==> config.mk <==
export PLATFORM = sky130hd
export DESIGN_NAME = ftdi_tx_arbiter_flat
export DESIGN_NICKNAME = d
export VERILOG_FILES = /design/src/rtl/ftdi_tx_arbiter_if.sv /design/src/rtl/ftdi_tx_arbiter.sv /design/src/flat_wrapper.sv
export SDC_FILE = /design/constraint.sdc
export NUM_CORES = 1
export LEC_CHECK = 0
export CAP_MARGIN = 20
export CORE_MARGIN = 4
export CORE_UTILIZATION = 49
export DETAILED_ROUTE_END_ITERATION = 7
export PLACE_DENSITY = 0.87
export RECOVER_POWER = 50
export SLEW_MARGIN = 25
export SYNTH_ARGS = -nofsm -noshare
export SYNTH_HDL_FRONTEND = slang
export SYNTH_SLANG_ARGS = --single-unit
==> constraint.sdc <==
create_clock -name clk -period 4.2 [get_ports clk]
set_input_delay 0.84 -clock clk [delete_from_list [all_inputs] [get_ports clk]]
set_output_delay 0.84 -clock clk [all_outputs]
set_load 0.01 [all_outputs]
==> src/rtl/ftdi_tx_arbiter_if.sv <==
// ftdi_tx_arbiter_if
//   Bundles the requester-side streams, the ftdi_245fifo write stream and the
//   status outputs of ftdi_tx_arbiter.
//   master : arbiter view (drives s_tready, m_*, busy, cur_ch, len_err)
//   slave  : environment view (drives s_tvalid/s_tdata/s_tlast/s_tlen, m_tready)
//   s_tdata[i] / s_tlen[i] are bit-identical to the flat slices
//   [i*DSIZE*8 +: DSIZE*8] / [i*16 +: 16].
interface ftdi_tx_arbiter_if #(
  parameter int NCH   = 4,
  parameter int DSIZE = 4
);
  localparam int W = DSIZE * 8;

  logic [NCH-1:0]         s_tvalid;
  logic [NCH-1:0]         s_tready;
  logic [NCH-1:0][W-1:0]  s_tdata;
  logic [NCH-1:0]         s_tlast;
  logic [NCH-1:0][15:0]   s_tlen;
  logic                   m_tvalid;
  logic                   m_tready;
  logic [W-1:0]           m_tdata;
  logic                   busy;
  logic [7:0]             cur_ch;
  logic                   len_err;

  modport master (
    input  s_tvalid, s_tdata, s_tlast, s_tlen, m_tready,
    output s_tready, m_tvalid, m_tdata, busy, cur_ch, len_err
  );

  modport slave (
    output s_tvalid, s_tdata, s_tlast, s_tlen, m_tready,
    input  s_tready, m_tvalid, m_tdata, busy, cur_ch, len_err
  );
endinterface

==> src/rtl/ftdi_tx_arbiter.sv <==
// ftdi_tx_arbiter
//   Round-robin packet arbiter feeding the ftdi_245fifo user write stream.
//   Each granted packet is prefixed with a header word
//   {8'hA5, cur_ch, len} (upper bits zero) so the host can demultiplex.
// Ports
//   clk   : clock (same domain as ftdi_245fifo iclk)
//   rst_n : asynchronous active-low reset
//   bus   : ftdi_tx_arbiter_if.master (requester streams, output stream, status)
module ftdi_tx_arbiter #(
  parameter int NCH   = 4,
  parameter int DSIZE = 4
) (
  input  logic                 clk,
  input  logic                 rst_n,
  ftdi_tx_arbiter_if.master    bus
);
  localparam int W = DSIZE * 8;

  typedef enum logic [1:0] {IDLE, HDR, DATA} state_t;

  state_t       r_state, w_nstate;
  logic [7:0]   r_ptr, r_cur_ch, w_gnt;
  logic         w_found;
  logic [15:0]  r_len, r_cnt, w_gnt_len;
  logic         r_len_err;

  // 2-entry output stage: head drives the port, skid catches one extra word
  logic         r_hd_v, r_sk_v;
  logic [W-1:0] r_hd_d, r_sk_d;

  logic         w_push, w_pop, w_data_rdy, w_beat, w_cnt_end, w_end;
  logic         w_sel_v, w_sel_last;
  logic [W-1:0] w_sel_d, w_din, w_hdr;

  // Round-robin search: lowest valid index >= ptr wins, else lowest valid
  // index below ptr. Descending loops so the lowest index is assigned last.
  always_comb begin
    w_found   = 1'b0;
    w_gnt     = '0;
    w_gnt_len = '0;
    for (int i = NCH - 1; i >= 0; i--)
      if (bus.s_tvalid[i] && (8'(i) < r_ptr)) begin
        w_found = 1'b1; w_gnt = 8'(i); w_gnt_len = bus.s_tlen[i];
      end
    for (int i = NCH - 1; i >= 0; i--)
      if (bus.s_tvalid[i] && (8'(i) >= r_ptr)) begin
        w_found = 1'b1; w_gnt = 8'(i); w_gnt_len = bus.s_tlen[i];
      end
  end

  // Granted channel mux
  always_comb begin
    w_sel_v    = 1'b0;
    w_sel_last = 1'b0;
    w_sel_d    = '0;
    for (int i = 0; i < NCH; i++)
      if (r_cur_ch == 8'(i)) begin
        w_sel_v    = bus.s_tvalid[i];
        w_sel_last = bus.s_tlast[i];
        w_sel_d    = bus.s_tdata[i];
      end
  end

  always_comb begin
    w_hdr       = '0;
    w_hdr[31:0] = {8'hA5, r_cur_ch, r_len};
  end

  // Space in the output stage is simply "skid empty", a flop, so s_tready
  // never depends combinationally on m_tready.
  assign w_beat    = (r_state == DATA) && w_sel_v && !r_sk_v;
  assign w_cnt_end = (r_cnt == r_len);
  assign w_end     = w_beat && (w_sel_last || w_cnt_end);
  assign w_pop     = r_hd_v && bus.m_tready;

  // FSM: state register
  always_ff @(posedge clk or negedge rst_n)
    if (!rst_n) r_state <= IDLE;
    else        r_state <= w_nstate;

  // FSM: next state
  always_comb begin
    w_nstate = r_state;
    case (r_state)
      IDLE:    if (w_found) w_nstate = HDR;
      HDR:     if (!r_sk_v) w_nstate = DATA;
      DATA:    if (w_end)   w_nstate = IDLE;
      default: w_nstate = IDLE;
    endcase
  end

  // FSM: outputs
  always_comb begin
    w_push     = 1'b0;
    w_din      = w_sel_d;
    w_data_rdy = 1'b0;
    case (r_state)
      HDR: begin
        w_push = !r_sk_v;
        w_din  = w_hdr;
      end
      DATA: begin
        w_data_rdy = !r_sk_v;
        w_push     = w_beat;
      end
      default: ;
    endcase
  end

  always_comb begin
    bus.s_tready = '0;
    for (int i = 0; i < NCH; i++)
      bus.s_tready[i] = w_data_rdy && (r_cur_ch == 8'(i));
  end

  // Grant / beat bookkeeping
  always_ff @(posedge clk or negedge rst_n)
    if (!rst_n) begin
      r_ptr     <= '0;
      r_cur_ch  <= '0;
      r_len     <= '0;
      r_cnt     <= '0;
      r_len_err <= 1'b0;
    end else begin
      if ((r_state == IDLE) && w_found) begin
        r_cur_ch <= w_gnt;
        r_len    <= w_gnt_len;
        r_cnt    <= '0;
        r_ptr    <= (w_gnt == 8'(NCH - 1)) ? 8'd0 : w_gnt + 8'd1;
      end else if (w_beat) begin
        r_cnt <= r_cnt + 16'd1;
      end
      // error when tlast and the length count disagree on the ending beat
      r_len_err <= w_end && (w_sel_last ^ w_cnt_end);
    end

  // Output stage. Pushes only happen while skid is empty.
  always_ff @(posedge clk or negedge rst_n)
    if (!rst_n) begin
      r_hd_v <= 1'b0;
      r_sk_v <= 1'b0;
      r_hd_d <= '0;
      r_sk_d <= '0;
    end else if (r_sk_v) begin
      if (w_pop) begin
        r_hd_d <= r_sk_d;
        r_sk_v <= 1'b0;
      end
    end else if (w_push && r_hd_v && !w_pop) begin
      r_sk_v <= 1'b1;
      r_sk_d <= w_din;
    end else if (w_push) begin
      r_hd_v <= 1'b1;
      r_hd_d <= w_din;
    end else if (w_pop) begin
      r_hd_v <= 1'b0;
    end

  assign bus.m_tvalid = r_hd_v;
  assign bus.m_tdata  = r_hd_d;
  assign bus.busy     = (r_state != IDLE);
  assign bus.cur_ch   = r_cur_ch;
  assign bus.len_err  = r_len_err;
endmodule

==> src/flat_wrapper.sv <==
// flat-port wrapper written by rule: the top's interface ports become plain ports
module ftdi_tx_arbiter_flat 
#(
  parameter int NCH   = 4,
  parameter int DSIZE = 4
)
  (clk, rst_n, bus_s_tvalid, bus_s_tdata, bus_s_tlast, bus_s_tlen, bus_m_tready, bus_s_tready, bus_m_tvalid, bus_m_tdata, bus_busy, bus_cur_ch, bus_len_err);
  ftdi_tx_arbiter_if #(.NCH(NCH), .DSIZE(DSIZE)) bus_i ();
  input  logic clk;
  input  logic rst_n;
  input wire logic [$bits(bus_i.s_tvalid)-1:0] bus_s_tvalid;
  input wire logic [$bits(bus_i.s_tdata)-1:0] bus_s_tdata;
  input wire logic [$bits(bus_i.s_tlast)-1:0] bus_s_tlast;
  input wire logic [$bits(bus_i.s_tlen)-1:0] bus_s_tlen;
  input wire logic [$bits(bus_i.m_tready)-1:0] bus_m_tready;
  output wire logic [$bits(bus_i.s_tready)-1:0] bus_s_tready;
  output wire logic [$bits(bus_i.m_tvalid)-1:0] bus_m_tvalid;
  output wire logic [$bits(bus_i.m_tdata)-1:0] bus_m_tdata;
  output wire logic [$bits(bus_i.busy)-1:0] bus_busy;
  output wire logic [$bits(bus_i.cur_ch)-1:0] bus_cur_ch;
  output wire logic [$bits(bus_i.len_err)-1:0] bus_len_err;
  assign bus_i.s_tvalid = bus_s_tvalid;
  assign bus_i.s_tdata = bus_s_tdata;
  assign bus_i.s_tlast = bus_s_tlast;
  assign bus_i.s_tlen = bus_s_tlen;
  assign bus_i.m_tready = bus_m_tready;
  assign bus_s_tready = bus_i.s_tready;
  assign bus_m_tvalid = bus_i.m_tvalid;
  assign bus_m_tdata = bus_i.m_tdata;
  assign bus_busy = bus_i.busy;
  assign bus_cur_ch = bus_i.cur_ch;
  assign bus_len_err = bus_i.len_err;
  ftdi_tx_arbiter #(.NCH(NCH), .DSIZE(DSIZE)) u_core (.clk(clk), .rst_n(rst_n), .bus(bus_i));
endmodule
After elaboration in Yosys (flattened, before gate mapping)
Index checks and enable logic that the tools add are counted.
- register bits: 117
- RAM bits: 0
- input port bits: 203
- logic and storage cells: 123
- memory bits (read-only): 0
- bits in latches: 0
- memories: 0
- reductions and logical operators: 33
- multiplexer cells: 55
- div/mod/pow operators: 0
- multipliers: 0
- order comparisons: 8
- shift operators: 0
- bitwise operators: 3
- eq/ne operators: 12
- $add $sub $neg: 2
- operator list (operator ; count):
    32-bit 2-to-1 mux ; 9
    16-bit 2-to-1 mux ; 10
    8-bit 2-to-1 mux ; 8
    8-bit by 2-bit equality test with 1-bit output (second input constant) ; 3
    1-bit 2-to-1 mux ; 22
    1-bit logical AND ; 20
    16-bit by 1-bit adder with 16-bit output (second input constant) ; 1
    16-bit equality test ; 1
    1-bit by 8-bit >= comparator with 1-bit output (first input constant) ; 2
    2-bit by 8-bit >= comparator with 1-bit output (first input constant) ; 2
    1-bit by 8-bit less-than comparator with 1-bit output (first input constant) ; 2
    2-bit by 8-bit less-than comparator with 1-bit output (first input constant) ; 2
    3-bit AND reduction ; 3
    8-bit by 1-bit adder with 8-bit output (second input constant) ; 1
    8-bit by 1-bit equality test with 1-bit output (second input constant) ; 1
    8-bit logical NOT ; 1
    2-bit 2-to-1 mux ; 4
    2-bit nonzero test ; 4
    2-bit by 1-bit != test with 1-bit output (second input constant) ; 3
    2-bit case mux with 3 select lines ; 1
    2-bit != test (second input constant) ; 2
    2-bit by 1-bit equality test with 1-bit output (second input constant) ; 1
    2-bit equality test (second input constant) ; 1
    1-bit logical NOT ; 2
    other kinds (6) ; 7

Logic depth before layout (Yosys ltp)
Gate-level depths: netlist (run 1).
- depth in word-level cells: 12
- gate-level depth with buffers: 10
- mapped depth without buffers: 8

Least setup slack after synthesis (run 1)
No wires, ideal clock.
- kind: register -> register
- start point: register u_core.r_cur_ch[0] (netlist: u_core.bus.cur_ch[0])
- end point: register u_core.r_state[0]
- library setup time: 0.130 ns
- setup slack: 1.894 ns
- data required time: 4.070 ns
- arrival time: 2.176 ns
- stages on the path, launching flop included: 11
- path buffers: 3
- cell sequence: dfrtp_1 -> buf_6 -> buf_6 -> buf_2 -> mux4_2 -> inv_1 -> ha_1 -> inv_1 -> a21bo_2 -> a31oi_1 -> a31oi_1
- longest elaborated chain between the ends: 10
- RTL lines (item ; RTL line ; source):
    start, declared ; ftdi_tx_arbiter.sv:22 ; logic [7:0] r_ptr, r_cur_ch, w_gnt;
    start signal, assigned ; ftdi_tx_arbiter.sv:126 ; r_cur_ch <= w_gnt;
    8-bit logical NOT ; ftdi_tx_arbiter.sv:57 ; if (r_cur_ch == 8'(i)) begin
    1-bit 2-to-1 mux (4 in series) ; ftdi_tx_arbiter.sv:57 ;
    1-bit logical AND (2 in series) ; ftdi_tx_arbiter.sv:71 ; assign w_beat = (r_state == DATA) && w_sel_v && !r_sk_v;
    1-bit logical AND * ; ftdi_tx_arbiter.sv:73 ; assign w_end = w_beat && (w_sel_last || w_cnt_end);
    2-bit by 1-bit != test with 1-bit output (no line) * ; -- ;
    3-bit AND reduction (no line) * ; -- ;
    end signal, assigned ; ftdi_tx_arbiter.sv:79 ; else r_state <= w_nstate;
    end, declared ; ftdi_tx_arbiter.sv:21 ; state_t r_state, w_nstate;
Mark *: on every way between the ends. The rest lies on a longest branch, timed or not.
A chain may end at the register's enable or synchronous reset.

Worst setup path in the final report (run 1)
- start point: register u_core.r_sk_v
- end point: output bus_s_tready[0]
- longest elaborated chain between the ends: 3
- RTL lines (item ; RTL line ; source):
    start, declared ; ftdi_tx_arbiter.sv:28 ; logic r_hd_v, r_sk_v;
    start signal, assigned ; ftdi_tx_arbiter.sv:141 ; r_sk_v <= 1'b0;
    start signal, assigned ; ftdi_tx_arbiter.sv:147 ; r_sk_v <= 1'b0;
    start signal, assigned ; ftdi_tx_arbiter.sv:150 ; r_sk_v <= 1'b1;
    1-bit logical NOT ; ftdi_tx_arbiter.sv:103 ; w_data_rdy = !r_sk_v;
    1-bit 2-to-1 mux ; ftdi_tx_arbiter.sv:97 ; case (r_state)
    1-bit logical AND ; ftdi_tx_arbiter.sv:113 ; bus.s_tready[i] = w_data_rdy && (r_cur_ch == 8'(i));
    end, declared ; flat_wrapper.sv:16 ; output wire logic [$bits(bus_i.s_tready)-1:0] bus_s_tready;
Every way passes these cells.

==> results of run 1 <==
-- per-stage QoR --
step           hold WS (ns)  area (um^2)
2_1_floorplan         0.477         6990
3_3_place_gp          0.486         9480
3_5_place_dp          0.492         9480
4_1_cts               0.510         9790
5_1_grt               0.523         9810
6_report              0.507         9810
-- layer usage --
metal,vias to the layer above,global-route usage,routed length (um)
li1,2866,-,-
met1,3078,0.309,8220
met2,283,0.467,11400
met3,50,0.0460,1470
met4,0,0.0953,698
met5,-,0,0
-- cell usage in the layout (no fill, tap or decap), types with 16 or more instances in the layout --
cell	synthesis	layout
clkdlybuf4s50_1	0	222
dfrtp_1	105	103
mux2_2	99	99
a21oi_1	52	52
nor2_1	33	33
mux4_2	32	32
inv_1	29	29
o21ai_0	27	27
nand2_1	22	22
dlygate4sd3_1	0	20
xor2_1	16	16
a221oi_1	16	16
-- worst paths after layout --
check                                                   start                                 end  slack (ns)  cells past startpoint
max reg2reg                     u_core.r_state[1]$_DFFE_PN0P_  u_core.bus.m_tdata[22]$_DFFE_PN0P_        1.31                      6
max                                   u_core.r_sk_v$_DFF_PN0_                     bus_s_tready[0]        1.10                      3
min in group asynchronous                               rst_n  u_core.bus.m_tdata[21]$_DFFE_PN0P_        0.72                      1
min                        u_core.bus.m_tdata[26]$_DFFE_PN0P_  u_core.bus.m_tdata[26]$_DFFE_PN0P_        0.51                      1
max in group asynchronous                               rst_n  u_core.bus.m_tdata[13]$_DFFE_PN0P_        1.88                      3
min reg2reg                u_core.bus.m_tdata[26]$_DFFE_PN0P_  u_core.bus.m_tdata[26]$_DFFE_PN0P_        0.51                      1
-- final cells by class --
class | instances | area, um^2 | area share
clock buffers | 9 | 225 | 0.0230
clock inverters | 7 | 86.3 | 0.00880
inverters | 30 | 113 | 0.0115
multi-input cells | 457 | 3990 | 0.406
flip-flops and latches | 105 | 2630 | 0.268
well taps | 180 | 225 | 0.0230
repair buffers | 257 | 2540 | 0.259
-- power by group through the flow --
| stage | clock network, uW | logic (uW) | registers [uW] |
|---|---|---|---|
| after CTS | 890 | 3330 | 1850 |
| after global placement | 0 | 3210 | 1840 |
| final | 886 | 3310 | 1850 |
| after detailed placement | 0 | 3290 | 1860 |
| after global routing | 929 | 3560 | 1900 |
| after floorplan | 0 | 2260 | 1710 |
-- state kept, by name, indices dropped and copies added (netlist names) --
name and cells:
u_core.bus.len_err 1, u_core.r_len 16, u_core.bus.m_tvalid 1, u_core.bus.cur_ch 2
u_core.r_sk_d 32, u_core.r_ptr 2, u_core.r_state 2, u_core.r_cnt 16
u_core.bus.m_tdata 32, u_core.r_sk_v 1
-- logic make-up after synthesis --
group,Yosys count,synth area share
AO/OA/AOI/OAI,170,0.167
multiplexers,138,0.274
AND/OR/NAND/NOR,121,0.0936
flip-flops,105,0.377
buffers and inverters,90,0.0580
XOR/XNOR,17,0.0214
adder cells (fa/ha/maj),5,0.00898
other,1,0.000538
-- critical path: stages, from the launching register on --
cell	delay [ns]
dfrtp_1	0.70
or3b_4	0.56
nor2_1	0.11
clkdlybuf4s50_1	0.54
==> results.ini, run 1 <==
[global_routing]
grt-ovfl-total = 0
antenna_found_initial = 0
grt_usage = 0.259
grt_start_max_net_pins = 77
grt_pass1_wl_mm = 33.4
grt_pass1_vias = 6493

[cts]
cts_hold_buf = 0
clockBufferDepth = 2
numCtsBuffers = 9
cts_root_buf = clkbuf_16
postCtsSetupBuffers = 0
clkTransAtPathRegs_ns = 0.07
cts_tree = yes
htreeDepth = 3
cts.sinks = 105
clock_latency_ns = 0.35
cts_resized = 0

[yosys]
synthTopCellsByCount = dfrtp_1 (105), mux2_2 (99), a21oi_1 (52)
netlist_area_um2 = 6970
yosys_warnings = 0
synth.most_common_cell = dfrtp_1
ys_types = 63
synth_flop_cell = dfrtp_1
synth_edf_count = 0
async_flop_share = 1.00
ys_seq_area_frac = 0.377
synth_seq_cells = 105
yosysTopAreaCellShare = 0.377
ys_top_cells_by_area = dfrtp_1 (38%), mux2_2 (16%), mux4_2 (10%)
yosysTopAreaCell = dfrtp_1
synthCells = 647
synth_area_per_cell_um2 = 10.8

[timing]
fin_ws_ns = 1.10
fin_setup_tns_ns = 0
rsz0062_at_grt = no
setup-violations-final = 0
slew_headroom = 0.173
fin_crit_ns = 3.10
fin_skew_ns = 0.0120
hold_viol = 0
worst_pin_slew_ns = 1.24
fmax_ghz = 0.322
fin_crit_sh = 0.739
drv_slew = 0

[outcome]
status = finished clean

[worst_setup_path]
critPathMaxFanout = 23
crit_path_end_kind = output port
arrival_ns = 2.26
critPathKind = flip-flop to output port
start_kind = flip-flop
required_ns = 3.36

[detailed_routing]
ant_nets = 0
wl_mm = 21.8
drt_pass1_iterations = 5
viasPerCell = 6.01
avgRoutedWirePerCell_um = 20.8
drc_errors = 0
vias = 6277
drt_iter0_markers = 557

[pwr]
pwr-share-seq = 0.307
switchingPower_uw = 2370
cellPowerDensity_nw_per_um2 = 616
intPower_uw = 3670
clkPwrFrac = 0.147
leakage_uw = 0.00398
total_power_uw = 6050
pwr-share-comb = 0.547
swShare = 0.392
vdd_drop_max_v = 0.000266

[floorplan]
row_count = 43
die_area_um2 = 16200
die_y_um = 127
start_util = 0.502
io_pins = 250
fp.dieW_um = 127
core_um2 = 13900

[cells_and_area]
synthToLayoutAreaGrowth_pct = 40.8
nets = 1068
final_cells = 1045
n_fill_cell = 989
drive_gt1_frac = 0.199
fin_util = 0.707
antenna_cells = 0

[placed_design]
placed_cells = 1028
portBuffers = 243
dp_hpwl_mm = 15.7
place_ws_ns = 0.785
gp_congestion = 0.867

[worst_hold_path]
hold_path.class = flip-flop to flip-flop

[flow_run]
maxCapViolCount = 0

Note: power is estimated with default switching activity, not from simulation.
==> run 2, diff against run 1 <==
--- a/config.mk
+++ b/config.mk
@@ -7,9 +7,9 @@
 export LEC_CHECK = 0
 export CAP_MARGIN = 20
 export CORE_MARGIN = 4
-export CORE_UTILIZATION = 49
+export CORE_UTILIZATION = 46
 export DETAILED_ROUTE_END_ITERATION = 7
-export PLACE_DENSITY = 0.87
+export PLACE_DENSITY = 0.82
 export RECOVER_POWER = 50
 export SLEW_MARGIN = 25
 export SYNTH_ARGS = -nofsm -noshare
==> constraint.sdc (replaced) <==
create_clock -name clk -period 3.2 [get_ports clk]
set_input_delay 0.64 -clock clk [delete_from_list [all_inputs] [get_ports clk]]
set_output_delay 0.64 -clock clk [all_outputs]
set_load 0.01 [all_outputs]
==> run 2 against run 1 <==
  * Clock skew increased by 0.0030 ns
  * Wire length is 2.7% lower
  * Hold slack lost 0.0022 ns
  * Non-clock buffer count increased by 4
  * Final area grew 0.23%
  * Clock power rose by 23%
  * Worst setup slack got worse by 0.72 ns
==> results.ini, run 2 (synthesis results as in run 1) <==
[outcome]
status = finished clean

[timing]
fin_crit_sh = 0.883
drv_slew = 0
fin_skew_ns = 0.0150
fmax_ghz = 0.354
whs_ns = 0.504
slew_headroom = 0.0222
setup-violations-final = 0
worst_pin_slew_ns = 1.47
fin_setup_tns_ns = 0
fin_crit_ns = 2.83
hold_viol = 0
rsz0062_at_grt = no

[detailed_routing]
ant_nets = 0
avgRoutedWirePerCell_um = 20.1
wl_mm = 21.2
drt_pass1_iterations = 5
viasPerCell = 6.02
drt_iter0_markers = 441
drc_errors = 0
vias = 6344

[cells_and_area]
antenna_cells = 0
nets = 1072
final_cell_mix = clkdlybuf4s50_1 (222), dfrtp_1 (103), mux2_2 (99)
final_common_cell = clkdlybuf4s50_1
synthToLayoutAreaGrowth_pct = 41.1
finalInstanceArea_um2 = 9830
drive_gt1_frac = 0.205

[cts]
cts.sinks = 105
clock_latency_ns = 0.35
cts_hold_buf = 0
numCtsBuffers = 9
clockBufferDepth = 2
htreeDepth = 3
postCtsSetupBuffers = 0
cts_root_buf = clkbuf_16
cts_resized = 0
clkTransAtPathRegs_ns = 0.08
cts_tree = yes

[worst_setup_path]
crit_family = buffers and inverters
start_kind = flip-flop
critPathKind = flip-flop to output port
critPathBufInv = 2
cp_slowest_cell = clkdlybuf4s50_1
crit_path_end_kind = output port
critPathMaxFanout = 6
arrival_ns = 2.19
path_cells = inv_1 -> ha_1 -> or3b_4 -> nor2_1 -> clkdlybuf4s50_1
required_ns = 2.56
critPathMaxStageDelay_ns = 0.54

[pwr]
vdd_drop_max_v = 0.000355
cellPowerDensity_nw_per_um2 = 798
leakage_uw = 0.00400

[global_routing]
grt_usage = 0.237
grt_start_max_net_pins = 58
grt-ovfl-total = 0
grt_pass1_vias = 6218
grt_pass1_wl_mm = 31.9
antenna_found_initial = 0

[floorplan]
start_util = 0.474
die_area_um2 = 17200
row_count = 44
fp.dieW_um = 131
die_y_um = 131
io_pins = 250
core_um2 = 14700

[worst_hold_path]
hold_path.class = flip-flop to flip-flop

[placed_design]
dp_hpwl_mm = 16.0
gp_congestion = 0.868
portBuffers = 243
placed_area_um2 = 9560

[flow_run]
maxCapViolCount = 0

==> run 2: final cells by class <==
type                       count  area (um^2)
clock buffer                  10          229
tap                          184          230
multi-input combinational    457         3990
clock inverter                 6         58.8
timing repair buffer         261         2580
inverter                      30          113
fill                        1127         4870
sequential                   105         2630
==> run 2: where the power goes <==
group / leakage (uW) / internal, uW / total, uW / switching [uW]
Clock: 0.000143 / 549 / 1090 / 536
Sequential: 0.00131 / 1870 / 2350 / 484
Combinational: 0.00254 / 2380 / 4410 / 2030
Total: 0.00400 / 4800 / 7850 / 3050
==> run 2: per-layer routing <==
layer | up-vias | global-route usage | routed length [um]
met5 | - | 0 | 0
met4 | 0 | 0.0835 | 665
met3 | 41 | 0.0470 | 1590
met2 | 290 | 0.405 | 10900
met1 | 3131 | 0.301 | 8060
li1 | 2882 | - | -
==> run 2: path summary, 6_finish.rpt <==
path	startpoint	end	slack (ns)	cells after the start
setup reg to reg	u_core.bus.cur_ch[0]$_DFFE_PN0P_	u_core.bus.m_tdata[15]$_DFFE_PN0P_	0.76	5
hold / removal	u_core.bus.m_tdata[24]$_DFFE_PN0P_	u_core.bus.m_tdata[24]$_DFFE_PN0P_	0.50	1
min in group asynchronous	rst_n	u_core.bus.m_tdata[22]$_DFFE_PN0P_	0.62	1
setup / recovery	u_core.r_state[0]$_DFFE_PN0P_	bus_s_tready[0]	0.37	5
hold reg to reg	u_core.bus.m_tdata[24]$_DFFE_PN0P_	u_core.bus.m_tdata[24]$_DFFE_PN0P_	0.50	1
max in group asynchronous	rst_n	u_core.r_cnt[5]$_DFFE_PN0P_	0.67	2
==> run 2: per-stage QoR <==
stage | cells | util | setup WS [ns] | power [uW]
floorplan | 652 | - | 0.894 | 5210
global placement | 1037 | 0.650 | 0.273 | 6710
detailed placement | 1037 | 0.650 | 0.253 | 6830
CTS | 1053 | 0.670 | 0.375 | 7930
global route | 1053 | 0.669 | 0.220 | 8360
finish | 1053 | 0.669 | 0.374 | 7850
==> run 2: worst register-to-register path, cell delays in order, from the launching register on <==
cell and delay (ns):
dfrtp_2 0.55, mux4_2 0.61, a21oi_1 0.43, a211oi_4 0.11, buf_4 0.28, mux2_2 0.34
==> run 3, diff against run 2 <==
--- a/config.mk
+++ b/config.mk
@@ -7,9 +7,12 @@
 export LEC_CHECK = 0
 export CAP_MARGIN = 20
 export CORE_MARGIN = 4
-export CORE_UTILIZATION = 46
+export CORE_UTILIZATION = 55
+export CTS_BUF_LIST = sky130_fd_sc_hd__clkbuf_16
+export CTS_CLUSTER_SIZE = 8
 export DETAILED_ROUTE_END_ITERATION = 7
-export PLACE_DENSITY = 0.82
+export DONT_BUFFER_PORTS = 1
+export PLACE_DENSITY = 0.7
 export RECOVER_POWER = 50
 export SLEW_MARGIN = 25
 export SYNTH_ARGS = -nofsm -noshare
==> run 3 against run 2 <==
  * Via count down 16%
  * Final cell count down 25%
  * Hold slack worse by 0.29 ns
  * Global-route usage up 1.7 points
  * Critical path depth down 1
  * Clock skew down 0.0012 ns
  * Critical path type unchanged
  * Final area down 25%
  * Fmax up 14%
  * Sequential share of layout area up 9.0 points
==> results.ini, run 3 (synthesis results as in run 1) <==
[worst_setup_path]
crit_path_end_kind = output port
required_ns = 2.56
start_kind = flip-flop
arrival_ns = 1.84
critPathMaxFanout = 6
critPathKind = flip-flop to output port

[detailed_routing]
ant_nets = 0
drt_iter0_markers = 393
vias = 5308
wl_mm = 18.5
avgRoutedWirePerCell_um = 23.5
drt_pass1_iterations = 5
drc_errors = 0
viasPerCell = 6.73

[global_routing]
grt_start_max_net_pins = 106
grt-ovfl-total = 0
grt_usage = 0.254
grt_pass1_vias = 5579
grt_pass1_wl_mm = 29.5
antenna_found_initial = 2

[timing]
drv_slew = 0
fin_crit_ns = 2.48
rsz0062_at_grt = no
fin_skew_ns = 0.0139
hold_viol = 0
fmax_ghz = 0.404
setup-violations-final = 0
fin_crit_sh = 0.774
worst_pin_slew_ns = 0.781
slew_headroom = 0.479
fin_setup_tns_ns = 0

[pwr]
leakage_uw = 0.00302
vdd_drop_max_v = 0.000419
cellPowerDensity_nw_per_um2 = 968

[cells_and_area]
synthToLayoutAreaGrowth_pct = 5.64
final_cell_mix = dfrtp_1 (103), mux2_2 (99), a21oi_1 (52)
final_common_cell = dfrtp_1
nets = 824
antenna_cells = 0
drive_gt1_frac = 0.280
fin_util = 0.603
n_fill_cell = 1044

[placed_design]
dp_hpwl_mm = 13.7
portBuffers = 0
gp_congestion = 0.875

[flow_run]
maxCapViolCount = 0

[floorplan]
die_y_um = 121
fp.dieW_um = 121
io_pins = 250
core_um2 = 12200
die_area_um2 = 14500
row_count = 40
start_util = 0.570

[cts]
htreeDepth = 3
cts_root_buf = clkbuf_16
cts.sinks = 105
clkTransAtPathRegs_ns = 0.07
cts_tree = yes
cts_resized = 0
numCtsBuffers = 9
clock_latency_ns = 0.35
clockBufferDepth = 2

[worst_hold_path]
hold_path.class = primary input to async pin

[outcome]
status = finished clean

[run 3: what timing repair did]
item,in CTS,in global routing
hold endpoints to repair,105,0
endpoints found under the setup margin,0,0
setup buffers,0,0
hold buffers,1,0
[run 3: power by group]
group | leakage (uW) | switching (uW) | total (uW) | internal, uW
Combinational | 0.00156 | 1720 | 3540 | 1830
Sequential | 0.00131 | 627 | 2490 | 1870
Clock | 0.000145 | 541 | 1090 | 545
Total | 0.00302 | 2880 | 7120 | 4240
[run 3: through the flow]
stage | instance area, um^2 | power (uW) | cells | worst slack [ns] | hold WS [ns]
3_3_place_gp | 7040 | 5900 | 772 | 0.792 | 0.352
2_1_floorplan | 6990 | 5210 | 652 | 0.894 | 0.344
4_1_cts | 7360 | 7160 | 789 | 0.700 | 0.252
5_1_grt | 7360 | 7620 | 789 | 0.631 | 0.255
3_5_place_dp | 7040 | 6040 | 772 | 0.753 | 0.353
6_report | 7360 | 7120 | 789 | 0.722 | 0.212
[run 3: worst paths after layout]
path / start / cells past startpoint / slack, ns / endpoint
worst max-delay path: u_core.r_state[0]$_DFFE_PN0P_ / 4 / 0.72 / bus_s_tready[2]
worst min-delay path: rst_n / 1 / 0.21 / u_core.r_len[15]$_DFFE_PN0P_
worst max register to register: u_core.r_state[1]$_DFFE_PN0P_ / 6 / 0.76 / u_core.bus.m_tdata[20]$_DFFE_PN0P_
worst min register to register: u_core.r_sk_d[2]$_DFFE_PN0P_ / 1 / 0.51 / u_core.r_sk_d[2]$_DFFE_PN0P_
max in group asynchronous: rst_n / 1 / 2.60 / u_core.r_sk_d[14]$_DFFE_PN0P_
min in group clk: bus_m_tready / 1 / 0.40 / u_core.r_sk_v$_DFF_PN0_
[run 3: final cells by class]
class / instances / area, um^2 / share of cell area
multi-input combinational: 457 / 3990 / 0.542
inverter: 30 / 113 / 0.0153
timing repair buffer: 13 / 130 / 0.0177
clock buffer: 9 / 225 / 0.0306
sequential: 105 / 2630 / 0.357
clock inverter: 7 / 63.8 / 0.00867
tap: 168 / 210 / 0.0286
[run 3: critical path, cell delays in order (launching register included)]
cell	delay [ns]
dfrtp_1	0.40
inv_1	0.10
ha_1	0.27
or3b_4	0.44
nor2_1	0.27
[run 3: per-layer routing]
layer,vias to the layer above,track usage,wire [um]
met5,-,0,22
met4,4,0.0715,420
met3,36,0.0790,1570
met2,259,0.435,9510
met1,2634,0.311,7020
li1,2375,-,-
==> RTL edit 1: new RTL, flow settings as in run 3 <==
The 3 states of `state_t` get a one-hot encoding in 3 bits.
--- a/src/rtl/ftdi_tx_arbiter.sv
+++ b/src/rtl/ftdi_tx_arbiter.sv
@@ -16,7 +16,7 @@
 );
   localparam int W = DSIZE * 8;
 
-  typedef enum logic [1:0] {IDLE, HDR, DATA} state_t;
+  typedef enum logic [2:0] {IDLE = 3'b001, HDR = 3'b010, DATA = 3'b100} state_t;
 
   state_t       r_state, w_nstate;
   logic [7:0]   r_ptr, r_cur_ch, w_gnt;
Function: same outputs for any inputs over 4 cycles, from zero or initial values and one cycle with rst_n low; so few cycles prove little.
==> RTL edit 1 against run 3 <==
- via count rose by 6.4%
- cell count is 9.8% higher
- sequential cell count rose by 1
- critical path depth increased by 1
- sequential share of layout area barely moved
- combinational power shrank 13%
- cell area is 0.92% higher
- first-iteration DRC count rose by 13%
- routed wire length increased by 0.12%
- synthesized cell count increased by 13%
- synthesized area increased by 1.6%
- setup slack improved by 0.042 ns
- total power down 4.9%
- critical path type is now flop to flop
- critical endpoint is now u_core.r_len[15]$_DFFE_PN0P_
- largest power group unchanged
==> RTL edit 1: results (changes against run 3) <==
<table>
<tr><th>Metric</th><th>Value</th></tr>
<tr><th colspan="2">Outcome</th></tr>
<tr><td>Outcome</td><td>complete, no violations</td></tr>
<tr><th colspan="2">Timing</th></tr>
<tr><td>Worst-case clock skew</td><td>0.0132 ns (-0.000706 ns)</td></tr>
<tr><td>Worst hold slack across all endpoints</td><td>0.133 ns (-0.0791 ns)</td></tr>
<tr><th colspan="2">Placed design</th></tr>
<tr><td>Placed cell count</td><td>847 (+9.7%)</td></tr>
<tr><td>Half-perimeter wire length after placement</td><td>13900 um (+1.9%)</td></tr>
<tr><td>Worst slack after detailed placement</td><td>0.628 ns (-0.124 ns)</td></tr>
<tr><th colspan="2">Finish</th></tr>
<tr><td>Fraction of standard cell area in multi-input logic</td><td>0.544 (+0.00215)</td></tr>
<tr><td>Share of post-route cells with drive strength above 1</td><td>0.132 (-0.149)</td></tr>
<tr><td>Number of non-clock buffers in the layout</td><td>17 (+4)</td></tr>
<tr><td>Fin cells</td><td>866 (+9.8%)</td></tr>
<tr><th colspan="2">Worst setup path</th></tr>
<tr><td>Setup Crit Path Kind</td><td>flop to flop</td></tr>
<tr><td>Peak fanout along the critical path</td><td>25 (+19)</td></tr>
<tr><td>CP arrival</td><td>2.62 ns (+0.78 ns)</td></tr>
<tr><td>Destination of the critical timing path</td><td>u_core.r_len[15]$_DFFE_PN0P_</td></tr>
<tr><td>Cell type of the slowest stage on the worst timing path</td><td>sky130_fd_sc_hd__dfrtp_1</td></tr>
<tr><td>Top cell family by delay on the critical path</td><td>compound AO/OA/AOI/OAI gates</td></tr>
<tr><td>Cells on worst reg2reg path</td><td>5 (-1)</td></tr>
<tr><th colspan="2">Logic synthesis</th></tr>
<tr><td>Share of the synthesized netlist area taken by xor and xnor gates</td><td>0.0272 (+0.00586)</td></tr>
<tr><td>Multiplexer share of the synthesized area</td><td>0.166 (-0.108)</td></tr>
<tr><td>Number of synthesized register bits</td><td>106 (+0.95%)</td></tr>
<tr><td>Most frequent cells after synthesis</td><td>105 x sky130_fd_sc_hd__dfrtp_1, 104 x sky130_fd_sc_hd__o21ai_0, 72 x sky130_fd_sc_hd__nand2_1</td></tr>
<tr><th colspan="2">GRT</th></tr>
<tr><td>Via count of the first global-routing pass</td><td>5555 (-0.43%)</td></tr>
<tr><td>Total routing resource utilization after global routing</td><td>0.249 (-0.00505)</td></tr>
<tr><th colspan="2">Detailed routing</th></tr>
<tr><td>Starting DRC count in detailed routing</td><td>443 (+13%)</td></tr>
<tr><td>Total wire length</td><td>18600 um (+0.12%)</td></tr>
<tr><th colspan="2">Pwr</th></tr>
<tr><td>Clock network fraction of design power</td><td>0.173 (+0.020)</td></tr>
</table>
[RTL edit 1: cell count changes after synthesis, moves of 18 or more]
cell,run 3,this run
sky130_fd_sc_hd__o211ai_1,0,18
sky130_fd_sc_hd__mux2_2,99,6
sky130_fd_sc_hd__a311oi_1,0,31
sky130_fd_sc_hd__o21ai_0,27,104
sky130_fd_sc_hd__nand2_1,22,72
sky130_fd_sc_hd__inv_1,29,10
sky130_fd_sc_hd__nand3b_1,0,18
sky130_fd_sc_hd__a21oi_1,52,17
[RTL edit 1: layer usage]
| metal | vias to the layer above | GRT usage | share of wire |
|---|---|---|---|
| li1 | 2647 | - | - |
| met1 | 2756 | 0.349 | 0.42 |
| met2 | 219 | 0.383 | 0.47 |
| met3 | 23 | 0.0690 | 0.086 |
| met4 | 4 | 0.0658 | 0.016 |
| met5 | - | 0 | 0.0010 |
[RTL edit 1: what timing repair did]
| item | 4_1_cts | 5_1_grt |
|---|---|---|
| hold endpoints to repair | 105 | 0 |
| setup buffers | 0 | 0 |
| hold buffers | 1 | 0 |
==> RTL edit 2: new RTL, flow settings as in run 3 <==
Without the edit above. `NCH` is set to 4 in 3 places; all go to 6.
--- a/src/rtl/ftdi_tx_arbiter_if.sv
+++ b/src/rtl/ftdi_tx_arbiter_if.sv
@@ -6,7 +6,7 @@
 //   s_tdata[i] / s_tlen[i] are bit-identical to the flat slices
 //   [i*DSIZE*8 +: DSIZE*8] / [i*16 +: 16].
 interface ftdi_tx_arbiter_if #(
-  parameter int NCH   = 4,
+  parameter int NCH   = 6,
   parameter int DSIZE = 4
 );
   localparam int W = DSIZE * 8;
--- a/src/rtl/ftdi_tx_arbiter.sv
+++ b/src/rtl/ftdi_tx_arbiter.sv
@@ -7,7 +7,7 @@
 //   rst_n : asynchronous active-low reset
 //   bus   : ftdi_tx_arbiter_if.master (requester streams, output stream, status)
 module ftdi_tx_arbiter #(
-  parameter int NCH   = 4,
+  parameter int NCH   = 6,
   parameter int DSIZE = 4
 ) (
   input  logic                 clk,
--- a/src/flat_wrapper.sv
+++ b/src/flat_wrapper.sv
@@ -1,7 +1,7 @@
 // flat-port wrapper written by rule: the top's interface ports become plain ports
 module ftdi_tx_arbiter_flat 
 #(
-  parameter int NCH   = 4,
+  parameter int NCH   = 6,
   parameter int DSIZE = 4
 )
   (clk, rst_n, bus_s_tvalid, bus_s_tdata, bus_s_tlast, bus_s_tlen, bus_m_tready, bus_s_tready, bus_m_tvalid, bus_m_tdata, bus_busy, bus_cur_ch, bus_len_err);
Ports: changed (5 resized); port bits go from 250 to 352. The function was not compared with the original's and may differ.
==> RTL edit 2 against run 3 <==
- register-to-register slack got worse by 0.31 ns
- global-route usage rose by 9.5 points
- cell count rose by 49%
- critical path depth rose by 4
- cell area rose by 28%
- routed wire length rose by 80%
- setup slack got worse by 0.27 ns
- highest routed layer unchanged
- sequential power fell by 42%
- total power fell by 54%
- first-iteration DRC count rose by 130%
- critical endpoint is now u_core.r_cnt[9]$_DFFE_PN0P_
- sequential cell count rose by 3
- synthesized area rose by 28%
==> RTL edit 2: results (changes against run 3) <==
<table>
<tr><th>Metric</th><th>Value</th></tr>
<tr><th colspan="2">Outcome</th></tr>
<tr><td>Outcome</td><td>complete, no violations</td></tr>
<tr><th colspan="2">Placed design</th></tr>
<tr><td>Worst slack after detailed placement</td><td>0.510 ns (-0.242 ns)</td></tr>
<tr><td>Half-perimeter wire length after placement</td><td>25200 um (+84%)</td></tr>
<tr><th colspan="2">Logic synthesis</th></tr>
<tr><td>Post-synthesis adder-cell area fraction</td><td>0.00985 (+0.000865)</td></tr>
<tr><td>Cell types occupying the most area after synthesis</td><td>sky130_fd_sc_hd__dfrtp_1 30%, sky130_fd_sc_hd__mux2_2 12%, sky130_fd_sc_hd__clkbuf_1 2.9%</td></tr>
<tr><td>Part of the Yosys area used for sequential elements</td><td>0.304 (-0.0734)</td></tr>
<tr><td>Complex-gate fraction of the synthesized area</td><td>0.311 (+0.144)</td></tr>
<tr><td>Most frequent cells after synthesis</td><td>108 x sky130_fd_sc_hd__dfrtp_1, 97 x sky130_fd_sc_hd__mux2_2, 69 x sky130_fd_sc_hd__clkbuf_1</td></tr>
<tr><td>Multiplexer share of the synthesized area</td><td>0.154 (-0.120)</td></tr>
<tr><td>Number of distinct standard cells referenced by the synthesized netlist</td><td>71 (+13%)</td></tr>
<tr><td>Share of the synthesized netlist area taken by xor and xnor gates</td><td>0.0197 (-0.00168)</td></tr>
<tr><th colspan="2">Worst setup path</th></tr>
<tr><td>Critical path startpoint</td><td>u_core.r_state[0]$_DFFE_PN0P_</td></tr>
<tr><td>CP arrival</td><td>3.03 ns (+1.19 ns)</td></tr>
<tr><th colspan="2">Detailed routing</th></tr>
<tr><td>Count of vias placed by the detailed router</td><td>8659 (+63%)</td></tr>
<tr><td>Total wire length</td><td>33400 um (+80%)</td></tr>
<tr><th colspan="2">Clock network</th></tr>
<tr><td>H-tree depth reported by CTS</td><td>3 (unchanged)</td></tr>
<tr><th colspan="2">GRT</th></tr>
<tr><td>Total routing resource utilization after global routing</td><td>0.349 (+0.0954)</td></tr>
<tr><td>Number of antenna violations at the first check in global routing</td><td>3 (+1)</td></tr>
<tr><td>Via count of the first global-routing pass</td><td>8406 (+51%)</td></tr>
<tr><td>Global-route wire length before repair</td><td>49700 um (+68%)</td></tr>
<tr><th colspan="2">Pwr</th></tr>
<tr><td>Portion of total power attributed to sequential cells</td><td>0.440 (+0.090)</td></tr>
<tr><td>Largest vdd supply drop</td><td>0.000251 V (-40%)</td></tr>
<tr><td>Clock network fraction of design power</td><td>0.331 (+0.178)</td></tr>
<tr><td>Switching pwr</td><td>1040 uW (-64%)</td></tr>
<tr><th colspan="2">Finish</th></tr>
<tr><td>Final nets</td><td>1260 (+53%)</td></tr>
<tr><th colspan="2">Timing</th></tr>
<tr><td>Worst-case clock skew</td><td>0.00910 ns (-0.00476 ns)</td></tr>
</table>
[RTL edit 2: changes by cell type after synthesis, sizes merged, moves of 17 or more]
cell	change
o31ai	+18
nor3	+28
a22oi	+29
o22ai	+20
mux4	-30
clkbuf	+37
or3	+23
nor2	+30
and3	+17
o41ai	+19
o221ai	+18
nand2	+27
[RTL edit 2: cell families after synthesis]
| family | Yosys count |
|---|---|
| other | 1 |
| flip-flops | 108 |
| buffers and inverters | 121 |
| AO/OA/AOI/OAI | 363 |
| multiplexers | 122 |
| XOR/XNOR | 20 |
| AND/OR/NAND/NOR | 249 |
| adder cells (fa/ha/maj) | 7 |
[RTL edit 2: per-stage QoR]
stage / util / cells / cell area (um^2) / hold slack, ns / power (uW)
2_1_floorplan: - / 995 / 8910 / 0.344 / 1990
3_3_place_gp: 0.575 / 1153 / 9130 / 0.347 / 2160
3_5_place_dp: 0.575 / 1154 / 9140 / 0.346 / 2170
4_1_cts: 0.594 / 1171 / 9440 / 0.251 / 3270
5_1_grt: 0.595 / 1172 / 9450 / 0.238 / 3410
6_report: 0.595 / 1172 / 9450 / 0.189 / 3280
[RTL edit 2: layout make-up]
cell class,instances,area (um^2)
Multi-Input combinational cell,766,5740
Inverter,20,75.1
Sequential cell,108,2710
Fill cell,1469,6440
Clock buffer,9,225
Clock inverter,7,48.8
Tap cell,216,270
Antenna cell,1,2.50
Timing Repair Buffer,45,378
[RTL edit 2: path summary, 6_finish.rpt]
check	cells past startpoint	end	slack [ns]
max	8	u_core.r_cnt[9]$_DFFE_PN0P_	0.45
min	1	u_core.bus.m_tdata[21]$_DFFE_PN0P_	0.19
max reg2reg	8	u_core.r_cnt[9]$_DFFE_PN0P_	0.45
min reg2reg	1	u_core.r_sk_d[14]$_DFFE_PN0P_	0.51
max in group asynchronous	1	u_core.bus.cur_ch[0]$_DFFE_PN0N_	2.49
min in group clk	1	u_core.r_sk_v$_DFF_PN0_	0.38
[RTL edit 2: repair_timing]
action	4_1_cts	5_1_grt
setup buffers	0	0
endpoints found under the hold margin	108	0
hold buffers	1	0
[RTL edit 2: per-layer routing]
metal	wire length (um)	track usage
met1	12500	0.439
met2	15900	0.573
met3	3770	0.102
met4	1280	0.129
met5	13	0
[RTL edit 2: critical path, cell delays in order (launching register included)]
cell and delay [ns]:
sky130_fd_sc_hd__dfrtp_1 0.40, sky130_fd_sc_hd__inv_1 0.11, sky130_fd_sc_hd__ha_1 0.24, sky130_fd_sc_hd__nand2b_1 0.21, sky130_fd_sc_hd__a31oi_1 0.36, sky130_fd_sc_hd__buf_4 0.20
sky130_fd_sc_hd__o211ai_1 0.33, sky130_fd_sc_hd__or4_2 0.66, sky130_fd_sc_hd__a21oi_1 0.15
